<file path="src/rtl/pipe_add_sub_if.sv">
// Handshake bundle for pipe_add_sub: operand beat in, result beat with status flags out.
interface pipe_add_sub_if #(
    parameter int WIDTH = 32
);
    logic             in_valid;
    logic             in_ready;
    logic [WIDTH-1:0] x;
    logic [WIDTH-1:0] y;
    logic             sub;
    logic             out_valid;
    logic             out_ready;
    logic [WIDTH-1:0] result;
    logic             carry;
    logic             overflow;
    logic             zero;

    modport master (
        output in_valid, x, y, sub, out_ready,
        input  in_ready, out_valid, result, carry, overflow, zero
    );

    modport slave (
        input  in_valid, x, y, sub, out_ready,
        output in_ready, out_valid, result, carry, overflow, zero
    );
endinterface

</file>
<file path="src/rtl/pipe_add_sub.sv">
// Pipelined two's-complement adder/subtractor: one CHUNK-bit carry-chained slice per stage,
// operands skewed forward, result chunks de-skewed, status flags registered with the result.
module pipe_add_sub #(
    parameter int WIDTH = 32,
    parameter int CHUNK = 8
) (
    input  logic          clk,
    input  logic          reset,
    pipe_add_sub_if.slave bus
);
    localparam int STAGES = WIDTH / CHUNK;

    // vld_p[k] qualifies operand level k; vld_p[STAGES] is the output register
    logic [STAGES:0]  vld_p;
    logic [WIDTH-1:0] x_p   [STAGES];
    logic [WIDTH-1:0] b_p   [STAGES];
    logic [WIDTH-1:0] r_p   [STAGES];
    logic             c_p   [STAGES];

    logic [CHUNK:0]   sum_s [STAGES];
    logic [WIDTH-1:0] rnx_s [STAGES];

    logic [WIDTH-1:0] result_q;
    logic             carry_q;
    logic             overflow_q;
    logic             zero_q;
    logic             advance;

    function automatic logic [CHUNK:0] chunk_add(input logic [CHUNK-1:0] a,
                                                 input logic [CHUNK-1:0] b,
                                                 input logic             ci);
        return {1'b0, a} + {1'b0, b} + {{CHUNK{1'b0}}, ci};
    endfunction

    // Signed overflow: operands agree in sign but the wrapped result does not
    function automatic logic signed_ovf(input logic signed [WIDTH-1:0] a,
                                        input logic signed [WIDTH-1:0] b,
                                        input logic signed [WIDTH-1:0] r);
        return ((a < 0) == (b < 0)) && ((r < 0) != (a < 0));
    endfunction

    assign advance      = !vld_p[STAGES] || bus.out_ready;
    assign bus.in_ready = advance;

    always_comb begin
        for (int k = 0; k < STAGES; k++) begin
            sum_s[k] = chunk_add(x_p[k][k*CHUNK +: CHUNK], b_p[k][k*CHUNK +: CHUNK], c_p[k]);
            rnx_s[k] = r_p[k];
            rnx_s[k][k*CHUNK +: CHUNK] = sum_s[k][CHUNK-1:0];
        end
    end

    // Level 0 captures the operands; level k+1 holds chunks 0..k of the sum
    always_ff @(posedge clk) begin
        if (advance) begin
            if (bus.in_valid) begin
                x_p[0] <= bus.x;
                b_p[0] <= bus.sub ? ~bus.y : bus.y;
                c_p[0] <= bus.sub;
                r_p[0] <= '0;
            end
            for (int k = 1; k < STAGES; k++) begin
                if (vld_p[k-1]) begin
                    x_p[k] <= x_p[k-1];
                    b_p[k] <= b_p[k-1];
                    r_p[k] <= rnx_s[k-1];
                    c_p[k] <= sum_s[k-1][CHUNK];
                end
            end
        end
    end

    always_ff @(posedge clk or posedge reset) begin
        if (reset) begin
            vld_p <= '0;
        end else if (advance) begin
            vld_p <= {vld_p[STAGES-1:0], bus.in_valid};
        end
    end

    // Output stage: full word and flags, cleared on reset so no stale beat is visible
    always_ff @(posedge clk or posedge reset) begin
        if (reset) begin
            result_q   <= '0;
            carry_q    <= 1'b0;
            overflow_q <= 1'b0;
            zero_q     <= 1'b0;
        end else if (advance && vld_p[STAGES-1]) begin
            result_q   <= rnx_s[STAGES-1];
            carry_q    <= sum_s[STAGES-1][CHUNK];
            overflow_q <= signed_ovf(x_p[STAGES-1], b_p[STAGES-1], rnx_s[STAGES-1]);
            zero_q     <= ~|rnx_s[STAGES-1];
        end
    end

    assign bus.out_valid = vld_p[STAGES];
    assign bus.result    = result_q;
    assign bus.carry     = carry_q;
    assign bus.overflow  = overflow_q;
    assign bus.zero      = zero_q;
endmodule

</file>
<file path="src/flat_wrapper.sv">
// flat-port wrapper written by rule: the top's interface ports become plain ports
module pipe_add_sub_flat 
#(
    parameter int WIDTH = 32,
    parameter int CHUNK = 8
)
  (clk, reset, bus_in_valid, bus_x, bus_y, bus_sub, bus_out_ready, bus_in_ready, bus_out_valid, bus_result, bus_carry, bus_overflow, bus_zero);
  pipe_add_sub_if #(.WIDTH(WIDTH)) bus_i ();
  input  logic clk;
  input  logic reset;
  input wire logic [$bits(bus_i.in_valid)-1:0] bus_in_valid;
  input wire logic [$bits(bus_i.x)-1:0] bus_x;
  input wire logic [$bits(bus_i.y)-1:0] bus_y;
  input wire logic [$bits(bus_i.sub)-1:0] bus_sub;
  input wire logic [$bits(bus_i.out_ready)-1:0] bus_out_ready;
  output wire logic [$bits(bus_i.in_ready)-1:0] bus_in_ready;
  output wire logic [$bits(bus_i.out_valid)-1:0] bus_out_valid;
  output wire logic [$bits(bus_i.result)-1:0] bus_result;
  output wire logic [$bits(bus_i.carry)-1:0] bus_carry;
  output wire logic [$bits(bus_i.overflow)-1:0] bus_overflow;
  output wire logic [$bits(bus_i.zero)-1:0] bus_zero;
  assign bus_i.in_valid = bus_in_valid;
  assign bus_i.x = bus_x;
  assign bus_i.y = bus_y;
  assign bus_i.sub = bus_sub;
  assign bus_i.out_ready = bus_out_ready;
  assign bus_in_ready = bus_i.in_ready;
  assign bus_out_valid = bus_i.out_valid;
  assign bus_result = bus_i.result;
  assign bus_carry = bus_i.carry;
  assign bus_overflow = bus_i.overflow;
  assign bus_zero = bus_i.zero;
  pipe_add_sub #(.WIDTH(WIDTH), .CHUNK(CHUNK)) u_core (.clk(clk), .reset(reset), .bus(bus_i));
endmodule
</file>
<file path="config.mk">
export PLATFORM = sky130hd
export DESIGN_NAME = pipe_add_sub_flat
export DESIGN_NICKNAME = d
export VERILOG_FILES = /design/src/rtl/pipe_add_sub_if.sv /design/src/rtl/pipe_add_sub.sv /design/src/flat_wrapper.sv
export SDC_FILE = /design/constraint.sdc
export NUM_CORES = 1
export LEC_CHECK = 0
export BUFFER_PORTS_ARGS = -buffer_cell sky130_fd_sc_hd__buf_2
export CAP_MARGIN = 0
export CORE_ASPECT_RATIO = 0.9
export CORE_MARGIN = 8
export CORE_UTILIZATION = 45
export CTS_BUF_LIST = sky130_fd_sc_hd__clkbuf_4 sky130_fd_sc_hd__clkbuf_8
export DETAILED_ROUTE_END_ITERATION = 10
export GPL_TIMING_DRIVEN = 1
export PLACE_DENSITY = 0.64
export SYNTH_ARGS = -nofsm -noshare
export SYNTH_HDL_FRONTEND = slang
export SYNTH_SLANG_ARGS = --single-unit
</file>
<file path="constraint.sdc">
create_clock -name clk -period 3.08 [get_ports clk]
set_input_delay 0.154 -clock clk [delete_from_list [all_inputs] [get_ports clk]]
set_output_delay 0.154 -clock clk [all_outputs]
set_load 0.1 [all_outputs]
</file>
==> impl_summary.log, run 1 <==
INFO  metric worst-r2r-setup-slack = 0.75 ns
INFO  metric route.final.wire_length = 15.3 mm
INFO  metric initial_utilization = 45.7%
INFO  metric globalRoute.totalOverflow = 0
INFO  metric setup.worst_path.start_class = flop
INFO  metric clkSlewWorstSetupHoldPaths = 0.06 ns
INFO  metric slew_headroom = 33.5%
INFO  metric number_of_antenna_violations_at_the_first_check_in_global_routing = 0
INFO  metric hold_path_class = in2reg
INFO  metric maximum_number_of_pins_on_one_net_before_global_route_repair = 66
INFO  metric worstSkewPairLatency = 0.51 ns
INFO  metric worst_r2r_endpoint = u_core.c_p[1]
INFO  metric register_bit_total_from_synthesis = 252
INFO  metric status = finished clean
INFO  metric ys_dominant_reg_cell = sky130_fd_sc_hd__edfxtp_1
INFO  metric period_utilisation_layout = 75.8%
INFO  metric detail_route.vias_per_cell = 4.54
INFO  metric max_freq = 429 MHz
INFO  metric fp-row-count = 50
INFO  metric syn-cell-area = 9460 um2
INFO  metric die-height = 154 um
INFO  metric path_class = reg2reg
INFO  metric worst_path_maximum_fanout = 2
INFO  metric cts_tree = done
INFO  metric nNetsFinal = 834
INFO  metric synth_cell_type_count = 39
INFO  metric crit_path_start = u_core.x_p[0][0]
INFO  metric slew_violations = 0
INFO  metric cp_data_arrival_time = 2.54 ns
INFO  metric antenna_cells_inserted = 0
INFO  metric floorplan.core_area = 20700 um2
INFO  metric avgSynthCellArea = 18.1 um2
INFO  metric worstSetupEndpointType = flop
INFO  metric first_pass_grt_wire_length = 24.9 mm
INFO  metric numPlacedInstances = 906
INFO  metric power.ir.vdd_worst = 715 uV
INFO  metric global_routing_usage_summed_across_all_routing_layers = 12.1%
INFO  metric fill_cells = 1601
INFO  metric tritoncts.num_buffers = 41
INFO  metric via_count = 4740
INFO  metric power-per-cell-area = 1050 nW/um2
INFO  metric final_antenna_net_count = 0
INFO  metric most_common_library_cell_in_the_layout_ignoring_fill_and_taps = sky130_fd_sc_hd__edfxtp_1
INFO  metric synth-edff-count = 212
INFO  metric area.growth.synth_to_final = 24.5%
INFO  metric number_of_max_capacitance_violations_reported = 0
INFO  metric clock_tree.root_cell = sky130_fd_sc_hd__clkbuf_8
INFO  metric mostFrequentLayoutCells = 212 x sky130_fd_sc_hd__edfxtp_1, 105 x sky130_fd_sc_hd__buf_2, 66 x sky130_fd_sc_hd__dlygate4sd3_1, 44 x sky130_fd_sc_hd__clkbuf_8, 40 x sky130_fd_sc_hd__dfrtp_1
INFO  metric total_leakage_power = 4.57 nW
INFO  metric layoutNonFillerInstCount = 1045
INFO  metric postCtsSetupRepairBufs = 0
INFO  metric violation_count_after_the_first_detailed_route_iteration = 246
INFO  metric wire_per_inst = 14.6 um
INFO  metric timing.critical_path.to = u_core.c_p[1]
INFO  metric rsz0062_at_grt = false
INFO  metric proportion_of_synthesized_flip_flops_having_asynchronous_set_or_reset = 15.9%
INFO  metric worst-r2r-cell-count = 10
INFO  metric fin_crit = 2.33 ns
INFO  metric cts.sink_count = 252
INFO  metric grt_pass1_vias = 5159
INFO  metric mappedNetlistNets = 627
INFO  metric timing.final.setup_violations = 0
INFO  metric io_pins = 106
INFO  metric worst_slew_pin_slew = 0.998 ns
INFO  metric layout-drive-gt1-share = 27.8%
INFO  metric cts_buffer_depth = 3
INFO  metric final-hold-violation-count = 0
INFO  metric holdWs = 0.281 ns
INFO  metric die_area = 25900 um2
INFO  metric htreeDepth = 2
INFO  metric post-route-util = 56.9%
INFO  metric cts.hold.buffers_added = 66
INFO  metric cts.repair.resized = 0
INFO  metric setup_skew = 0.0127 ns
INFO  metric gp_congestion = 0.824
INFO  metric worst_hold_path.num_cells = 3
INFO  metric setup_tns = 0 ns
INFO  metric timing.hold.worst.start = bus_out_ready
INFO  metric multiInputGateArea = 1960 um2
INFO  metric ys.warnings.count = 0
INFO  metric drt_pass1_iterations = 4
INFO  metric sequential_cell_area = 7370 um2
INFO  metric worstReg2RegStart = u_core.x_p[0][0]
INFO  metric numPortBuffers = 105
INFO  metric fp.dieW = 169 um
INFO  metric cp_data_required_time = 3.29 ns
INFO  metric detailed_placer_s_ending_hpwl = 9.73 mm
INFO  metric synth-seq-area-share = 77.9%
INFO  metric netlist_instances = 522
INFO  metric post-route-drc-count = 0
[power by group]
group	switching (W)	internal [W]	total (W)
Clock	0.00118	0.00154	0.00272
Combinational	0.00308	0.00110	0.00419
Sequential	0.000394	0.00506	0.00546
[flip-flops by register name, indices dropped and copies added, names as in the netlist]
name	flops
u_core.vld_p	5
u_core.r_p	48
u_core.bus.result	32
u_core.x_p	80
u_core.bus.zero	1
u_core.c_p	4
u_core.b_p	80
u_core.bus.overflow	1
u_core.bus.carry	1
[routing by layer]
metal | wire [um] | track usage, %
met1 | 6220 | 13.6
met2 | 7690 | 21.0
met3 | 963 | 3.74
met4 | 385 | 5.01
met5 | 0 | 0
[synthesized netlist by cell type (5+ instances only)]
master	count	share of area (%)
sky130_fd_sc_hd__xor2_1	39	3.6
sky130_fd_sc_hd__nor3_1	5	0.26
sky130_fd_sc_hd__xnor2_1	16	1.5
sky130_fd_sc_hd__nand2_1	22	0.87
sky130_fd_sc_hd__o21ai_0	20	1.1
sky130_fd_sc_hd__dfrtp_1	40	11
sky130_fd_sc_hd__fa_1	8	1.7
sky130_fd_sc_hd__a21oi_1	16	0.85
sky130_fd_sc_hd__mux2_2	29	3.5
sky130_fd_sc_hd__nor2_1	7	0.28
sky130_fd_sc_hd__inv_1	26	1.0
sky130_fd_sc_hd__ha_1	28	3.7
sky130_fd_sc_hd__edfxtp_1	212	67
sky130_fd_sc_hd__buf_2	6	0.32
sky130_fd_sc_hd__nor4_1	5	0.33
[worst max-delay path, cell delays in order (launching register included)]
cell and delay (ns):
sky130_fd_sc_hd__edfxtp_1 0.37, sky130_fd_sc_hd__inv_1 0.09, sky130_fd_sc_hd__fa_1 0.20, sky130_fd_sc_hd__inv_1 0.06, sky130_fd_sc_hd__fa_1 0.45, sky130_fd_sc_hd__nand2_1 0.08
sky130_fd_sc_hd__nand2_1 0.05, sky130_fd_sc_hd__a21oi_1 0.24, sky130_fd_sc_hd__o21bai_1 0.10, sky130_fd_sc_hd__a21oi_1 0.20, sky130_fd_sc_hd__o21ai_0 0.20
[through the flow]
stage	power [W]	worst slack [ns]	instance area, um2
global placement	0.00961	0.806	10300
finish	0.0124	0.747	11800
global route	0.0131	0.563	11800
floorplan	0.00879	0.202	9480
detailed placement	0.00973	0.768	10300
CTS	0.0126	0.733	11800
[kinds of logic (layout without fill, tap and decap cells)]
group	after synthesis	in the layout	share of synthesized area, %
mux	29	29	3.45
xor+xnor	55	55	5.09
simple gates	64	64	3.50
compound gates	51	51	3.21
buf+inv	35	272	1.47
fa+ha+maj	36	36	5.40
flops	252	252	77.9
[layout make-up]
class,count,share of cell area [%]
clock buffers,63,6.35
multi-input cells,235,16.7
flip-flops and latches,252,62.6
well taps,286,3.04
repair buffers,173,10.2
clock inverters,10,0.340
inverters,26,0.829
[worst min path at each step]
stage / end / slack [ns]
after floorplan: u_core.c_p[0] / 0.25
after global placement: u_core.x_p[0][12] / 0.33
after detailed placement: u_core.x_p[0][17] / 0.33
after CTS: u_core.vld_p[4] / 0.24
after global routing: u_core.vld_p[4] / 0.30
final: u_core.vld_p[4] / 0.28
Power figures use the tool's default switching activity.
==> inputs of run 2 (changes only) <==
PLACE_DENSITY = 0.66   (was 0.64)
clock period = 2.1 ns   (was 3.08 ns; I/O delays follow)
==> run 2 against run 1 <==
Net effect:
- the run now ends with setup timing left
- count of clock-buffer cells in the layout increased by 5
- clock power increased by 54%
- sequential power increased by 47%
- worst setup slack got worse by 0.83 ns
- non-clock buffer count increased by 12
- maximum frequency increased by 6.7%
- register-to-register slack got worse by 0.83 ns
- die area unchanged
- hold slack got worse by 0.073 ns
==> impl_summary.log, run 2 (synthesized netlist as in run 1, its figures left out) <==
INFO  metric rsz0062_at_grt = true
INFO  metric final_cell_area = 12100 um2 (+2.4%)
INFO  metric mostFrequentLayoutCells = 212 x sky130_fd_sc_hd__edfxtp_1, 105 x sky130_fd_sc_hd__buf_2, 66 x sky130_fd_sc_hd__dlygate4sd3_1, 45 x sky130_fd_sc_hd__clkbuf_8
INFO  metric cp_data_required_time = 2.55 ns (-0.74 ns)
INFO  metric global_routing_usage_summed_across_all_routing_layers = 12.6% (+0.49 points)
INFO  metric biggestRegsByFlops = u_core.b_p: 80 flops, u_core.x_p: 80 flops, u_core.r_p: 48 flops
INFO  metric route.final.wire_length = 15.9 mm (+4.4%)
INFO  metric layoutNonFillerInstCount = 1060 (+1.4%)
INFO  metric maximum_number_of_pins_on_one_net_before_global_route_repair = 58 (-12%)
INFO  metric final_critical_path_setup_slack = -0.0875 ns (-0.834 ns)
INFO  metric worst_r2r_endpoint = u_core.bus.zero
INFO  metric multiInputGateArea = 2040 um2 (+3.7%)
INFO  metric layout-drive-gt1-share = 33.5% (+5.7 points)
INFO  metric post-route-util = 58.2% (+1.3 points)
INFO  metric worst_slew_pin_slew = 0.861 ns (-0.137 ns)
INFO  metric sequential_cell_area = 7370 um2 (about the same)
INFO  metric worst-r2r-setup-slack = -0.09 ns (-0.83 ns)
INFO  metric timing.hold.worst.start = bus_sub
INFO  metric grt_pass1_vias = 5496 (+6.5%)
INFO  metric fill_cells = 1570 (-1.9%)
INFO  metric cts_tree = done
INFO  metric clock_tree.root_cell = sky130_fd_sc_hd__clkbuf_8
INFO  metric worst-r2r-cell-count = 10 (unchanged)
INFO  metric post-route-drc-count = 0 (unchanged)
INFO  metric timing.final.setup_violations = 1 (+1)
INFO  metric status = finished, violations left
INFO  metric violations = setup timing
INFO  metric fp-row-count = 50 (unchanged)
INFO  metric power-per-cell-area = 1560 nW/um2 (+48%)
INFO  metric fin_crit = 2.19 ns (-0.146 ns)
INFO  metric most_common_library_cell_in_the_layout_ignoring_fill_and_taps = sky130_fd_sc_hd__edfxtp_1
INFO  metric numPlacedInstances = 916 (+1.1%)
INFO  metric antenna_cells_inserted = 0 (unchanged)
INFO  metric hold_path_class = in2reg
INFO  metric wire_per_inst = 15.0 um (+2.9%)
INFO  metric timing.hold.worst_endpoint = u_core.b_p[0][0]
INFO  metric initial_utilization = 45.7% (unchanged)
INFO  metric slew_violations = 0 (unchanged)
INFO  metric worstReg2RegStart = u_core.b_p[3][24]
INFO  metric cp_data_arrival_time = 2.64 ns (+0.10 ns)
INFO  metric period_utilisation_layout = 104% (+28 points)
INFO  metric drt_pass1_iterations = 4 (unchanged)
INFO  metric setup_tns = -0.0875 ns (-0.0875 ns)
INFO  metric cts_buffer_depth = 3 (unchanged)
INFO  metric final-hold-violation-count = 0 (unchanged)
INFO  metric worstSkewPairLatency = 0.53 ns (+0.02 ns)
INFO  metric number_of_max_capacitance_violations_reported = 0 (unchanged)
INFO  metric first_pass_grt_wire_length = 25.9 mm (+4.0%)
INFO  metric path_class = reg2reg
INFO  metric max_freq = 457 MHz (+6.7%)
INFO  metric setup_skew = 0.0282 ns (+0.0156 ns)
INFO  metric slew_headroom = 42.5% (+9.1 points)
INFO  metric fp.dieW = 169 um (unchanged)
INFO  metric htreeDepth = 2 (unchanged)
INFO  metric globalRoute.totalOverflow = 0 (unchanged)
INFO  metric worst_hold_path.num_cells = 2 (-1)
INFO  metric nNetsFinal = 846 (+1.4%)
INFO  metric setup.worst_path.start_class = flop
INFO  metric gp_congestion = 0.799 (-3.0%)
INFO  metric violation_count_after_the_first_detailed_route_iteration = 219 (-11%)
INFO  metric total_leakage_power = 4.69 nW (+2.5%)
INFO  metric numPortBuffers = 105 (unchanged)
INFO  metric number_of_antenna_violations_at_the_first_check_in_global_routing = 0 (unchanged)
INFO  metric worst_path_maximum_fanout = 2 (unchanged)
INFO  metric area.growth.synth_to_final = 27.4%
INFO  metric cts.sink_count = 252 (unchanged)
INFO  metric placed_area = 10500 um2 (+1.4%)
INFO  metric worstSetupEndpointType = flop
INFO  metric die-height = 154 um (unchanged)
INFO  metric pre_cts_slack = -0.152 ns (-0.920 ns)
INFO  metric detail_route.vias_per_cell = 4.61 (+1.7%)
INFO  metric io_pins = 106 (unchanged)
INFO  metric tritoncts.num_buffers = 41 (unchanged)
INFO  metric final_antenna_net_count = 0 (unchanged)
INFO  metric die_area = 25900 um2 (unchanged)
INFO  metric detailed_placer_s_ending_hpwl = 10.3 mm (+5.5%)
INFO  metric floorplan.core_area = 20700 um2 (unchanged)
INFO  metric power.ir.vdd_worst = 1060 uV (+49%)
INFO  metric via_count = 4888 (+3.1%)
INFO  metric clkSlewWorstSetupHoldPaths = 0.06 ns (about the same)
==> run 2: worst max path at each step <==
stage,from,endpoint,slack [ns]
4_1_cts,u_core.x_p[3][24],u_core.bus.zero,-0.13
2_1_floorplan,u_core.c_p[3],u_core.bus.zero,0.003
3_5_place_dp,u_core.x_p[0][0],u_core.c_p[1],-0.15
6_report,u_core.b_p[3][24],u_core.bus.zero,-0.09
3_3_place_gp,u_core.x_p[0][0],u_core.c_p[1],-0.10
5_1_grt,u_core.b_p[3][24],u_core.bus.zero,-0.25
==> run 2: worst max-delay path: stages (launching register included) <==
cell,delay (ns)
sky130_fd_sc_hd__edfxtp_1,0.36
sky130_fd_sc_hd__inv_1,0.09
sky130_fd_sc_hd__fa_2,0.24
sky130_fd_sc_hd__inv_2,0.04
sky130_fd_sc_hd__fa_2,0.37
sky130_fd_sc_hd__a211oi_4,0.25
sky130_fd_sc_hd__nor2_1,0.08
sky130_fd_sc_hd__xnor2_1,0.22
sky130_fd_sc_hd__nor3b_2,0.22
sky130_fd_sc_hd__nand4_1,0.11
sky130_fd_sc_hd__o21ai_1,0.13
==> run 2: cell type report <==
class                      count  share of cell area (%)
sequential                   252                    61.1
multi-input combinational    235                    16.9
timing repair buffer         185                    11.2
clock buffer                  68                    6.57
tap                          286                    2.97
inverter                      26                   0.810
clock inverter                 8                   0.405
==> run 2: repair_timing <==
| action | 4_1_cts | 5_1_grt |
|---|---|---|
| setup buffers | 0 | 2 |
| hold buffers | 66 | 0 |
| setup endpoints to repair | 7 | 13 |
| endpoints found under the hold margin | 105 | 0 |
| pin swaps | 4 | 24 |
| gates resized for setup | 7 | 24 |
==> run 2: through the flow <==
step	hold WS (ns)	power (W)
3_5_place_dp	0.283	0.0145
2_1_floorplan	0.204	0.0129
5_1_grt	0.206	0.0198
6_report	0.207	0.0188
4_1_cts	0.187	0.0189
3_3_place_gp	0.282	0.0143
==> run 2: where the power goes <==
group | switching (W) | internal [W]
sequential | 0.000604 | 0.00742
combinational | 0.00467 | 0.00191
clock | 0.00179 | 0.00239
==> run 2: routing by layer <==
metal	global-route usage, %	wire length, um	vias up
li1	-	-	2374
met1	13.2	6280	2366
met2	22.8	8250	114
met3	4.07	997	34
met4	5.23	393	0
met5	0	0	-
==> inputs of run 3 (changes only) <==
MAX_ROUTING_LAYER = met4   (was unset)
==> run 3 against run 2 <==
Net effect:
- the flow still finishes with violations (setup timing)
- maximum frequency hardly changed
- sequential power is essentially flat
- non-clock buffer count stayed put
- die area unchanged
- combinational power about the same
- register-to-register slack about the same
- critical path depth is the same
- design area is the same
- power hardly changed
- sequential cell count unchanged
- final cell count unchanged
- clock power about the same
- highest routed layer unchanged
==> impl_summary.log, run 3 (synthesized netlist as in run 1, its figures left out) <==
INFO  metric status = finished, violations left
INFO  metric violations = setup timing
INFO  metric via_count = 4869 (-0.39%)
INFO  metric numPlacedInstances = 916 (unchanged)
INFO  metric cts_buffer_depth = 3 (unchanged)
INFO  metric final_antenna_net_count = 0 (unchanged)
INFO  metric clkSlewWorstSetupHoldPaths = 0.06 ns (about the same)
INFO  metric critical_path.most_common_cell = sky130_fd_sc_hd__fa_2
INFO  metric met2_wirelength = 8.25 mm (about the same)
INFO  metric power.ir.vdd_worst = 1060 uV (about the same)
INFO  metric number_of_buffers_and_inverters_on_the_critical_path = 2 (unchanged)
INFO  metric cts_tree = done
INFO  metric worstSetupEndpointType = flop
INFO  metric pre_cts_slack = -0.152 ns (unchanged)
INFO  metric wirelength_met1 = 6.31 mm (+0.46%)
INFO  metric timing.critical_path.slowest_cell_delay = 0.37 ns (about the same)
INFO  metric detail_route.vias_per_cell = 4.59 (-0.39%)
INFO  metric final-hold-violation-count = 0 (unchanged)
INFO  metric floorplan.core_area = 20700 um2 (unchanged)
INFO  metric slew_headroom = 42.6% (about the same)
INFO  metric first_pass_grt_wire_length = 25.9 mm (about the same)
INFO  metric area.growth.synth_to_final = 27.4% (unchanged)
INFO  metric post-route-drc-count = 0 (unchanged)
INFO  metric worst_path_maximum_fanout = 2 (unchanged)
INFO  metric die_area = 25900 um2 (unchanged)
INFO  metric global_routing_usage_summed_across_all_routing_layers = 12.9% (+0.37 points)
INFO  metric critical-path-slowest-cell = sky130_fd_sc_hd__fa_2
INFO  metric initial_utilization = 45.7% (unchanged)
INFO  metric setup_tns = -0.0882 ns (-0.000713 ns)
INFO  metric slew_violations = 0 (unchanged)
INFO  metric setup_skew = 0.0285 ns (+0.000289 ns)
INFO  metric fin_crit = 2.19 ns (+0.000713 ns)
INFO  metric cts.sink_count = 252 (unchanged)
INFO  metric most_common_library_cell_in_the_layout_ignoring_fill_and_taps = sky130_fd_sc_hd__edfxtp_1
INFO  metric timing.final.setup_violations = 1 (unchanged)
INFO  metric final_critical_path_setup_slack = -0.0882 ns (-0.000713 ns)
INFO  metric worstSkewPairLatency = 0.53 ns (about the same)
INFO  metric die-height = 154 um (unchanged)
INFO  metric cp_data_arrival_time = 2.64 ns (about the same)
INFO  metric layout-drive-gt1-share = 33.5% (unchanged)
INFO  metric fp.dieW = 169 um (unchanged)
INFO  metric biggestRegsByFlops = u_core.b_p: 80 flops, u_core.x_p: 80 flops, u_core.r_p: 48 flops
INFO  metric nNetsFinal = 846 (unchanged)
INFO  metric number_of_antenna_violations_at_the_first_check_in_global_routing = 0 (unchanged)
INFO  metric drt_pass1_iterations = 4 (unchanged)
INFO  metric wire_per_inst = 15.0 um (-0.24%)
INFO  metric clock_tree.root_cell = sky130_fd_sc_hd__clkbuf_8
INFO  metric holdWs = 0.209 ns (+0.00145 ns)
INFO  metric cells_along_the_critical_path = inv_1, fa_2, inv_2, fa_2, a211oi_4, nor2_1, xnor2_1, nor3b_2, nand4_1, o21ai_1
INFO  metric critical_path.top_delay_family = adder cells
INFO  metric htreeDepth = 2 (unchanged)
INFO  metric grt_pass1_vias = 5494 (-0.036%)
INFO  metric rsz0062_at_grt = true
INFO  metric maximum_number_of_pins_on_one_net_before_global_route_repair = 58 (unchanged)
INFO  metric mostFrequentLayoutCells = 212 x sky130_fd_sc_hd__edfxtp_1, 105 x sky130_fd_sc_hd__buf_2, 66 x sky130_fd_sc_hd__dlygate4sd3_1, 45 x sky130_fd_sc_hd__clkbuf_8
INFO  metric numPortBuffers = 105 (unchanged)
INFO  metric dr.max_layer_used = met4
INFO  metric cp_data_required_time = 2.55 ns (about the same)
INFO  metric layoutNonFillerInstCount = 1060 (unchanged)
INFO  metric violation_count_after_the_first_detailed_route_iteration = 218 (-0.46%)
INFO  metric io_pins = 106 (unchanged)
INFO  metric path_class = reg2reg
INFO  metric max_freq = 457 MHz (about the same)
INFO  metric detailed_placer_s_ending_hpwl = 10.3 mm (unchanged)
INFO  metric tritoncts.num_buffers = 41 (unchanged)
INFO  metric worst-r2r-setup-slack = -0.09 ns (about the same)
INFO  metric route.final.wire_length = 15.9 mm (-0.24%)
INFO  metric power-per-cell-area = 1560 nW/um2 (about the same)
INFO  metric period_utilisation_layout = 104% (about the same)
INFO  metric setup.worst_path.start_class = flop
INFO  metric fp-row-count = 50 (unchanged)
INFO  metric hold_path_class = in2reg
INFO  metric worst_slew_pin_slew = 0.860 ns (-0.000344 ns)
INFO  metric gp_congestion = 0.810 (+1.4%)
INFO  metric number_of_max_capacitance_violations_reported = 0 (unchanged)
INFO  metric total_leakage_power = 4.69 nW (unchanged)
INFO  metric globalRoute.totalOverflow = 0 (unchanged)
INFO  metric route.met3.wl = 933 um (-6.4%)
INFO  metric antenna_cells_inserted = 0 (unchanged)
run 3: cell counts in the layout (fill, tap and decap cells not counted):
No cell type changed its count.
run 3: power by group:
| group | internal (W) | leakage (nW) | switching [W] |
|---|---|---|---|
| clock network | 0.00239 | 0.456 | 0.00180 |
| logic | 0.00191 | 1.74 | 0.00466 |
| registers | 0.00742 | 2.49 | 0.000602 |
| total | 0.0117 | 4.69 | 0.00706 |
run 3: timing repair:
| item | 4_1_cts | 5_1_grt |
|---|---|---|
| resized for setup | 7 | 24 |
| hold endpoints to repair | 105 | 0 |
| setup buffers | 0 | 2 |
| hold buffers | 66 | 0 |
| pin swaps | 4 | 24 |
| endpoints found under the setup margin | 7 | 13 |
run 3: worst paths after layout:
check,end,startpoint,cells past startpoint
max,u_core.bus.zero,u_core.b_p[3][24],10
min,u_core.b_p[0][0],bus_sub,2
max reg2reg,u_core.bus.zero,u_core.b_p[3][24],10
min reg2reg,u_core.b_p[3][31],u_core.b_p[2][31],0
max in group asynchronous,u_core.vld_p[4],reset,3
min in group asynchronous,u_core.bus.result[31],reset,3
run 3: worst reg2reg max path, delay by kind of cell, from the launching register on:
family	cells	cell delay, ns
buffers and inverters	2	0.14
and+or+nand+nor	3	0.41
AOI/OAI and AO/OA	2	0.38
adders and majority gates	2	0.61
DFF	1	0.36
xor gates and xnor gates	1	0.22
run 3: area by class of cell:
cell class / instances / area [um2]
sequential: 252 / 7370
clock inverter: 8 / 48.8
fill: 1570 / 8650
multi-input combinational: 235 / 2040
clock buffer: 68 / 792
inverter: 26 / 97.6
timing repair buffer: 185 / 1350
tap: 286 / 358
run 3: layer usage:
metal / track usage [%] / vias up
met5: - / -
met2: 22.8 / 113
met1: 13.4 / 2347
li1: - / 2375
met3: 3.84 / 34
met4: 5.23 / 0
run 3: through the flow:
stage | utilization, % | area [um2] | power (W)
global placement | 50.6 | 10500 | 0.0143
detailed placement | 50.6 | 10500 | 0.0145
finish | 58.2 | 12100 | 0.0188
global route | 58.2 | 12100 | 0.0198
floorplan | - | 9480 | 0.0129
CTS | 57.9 | 12000 | 0.0189
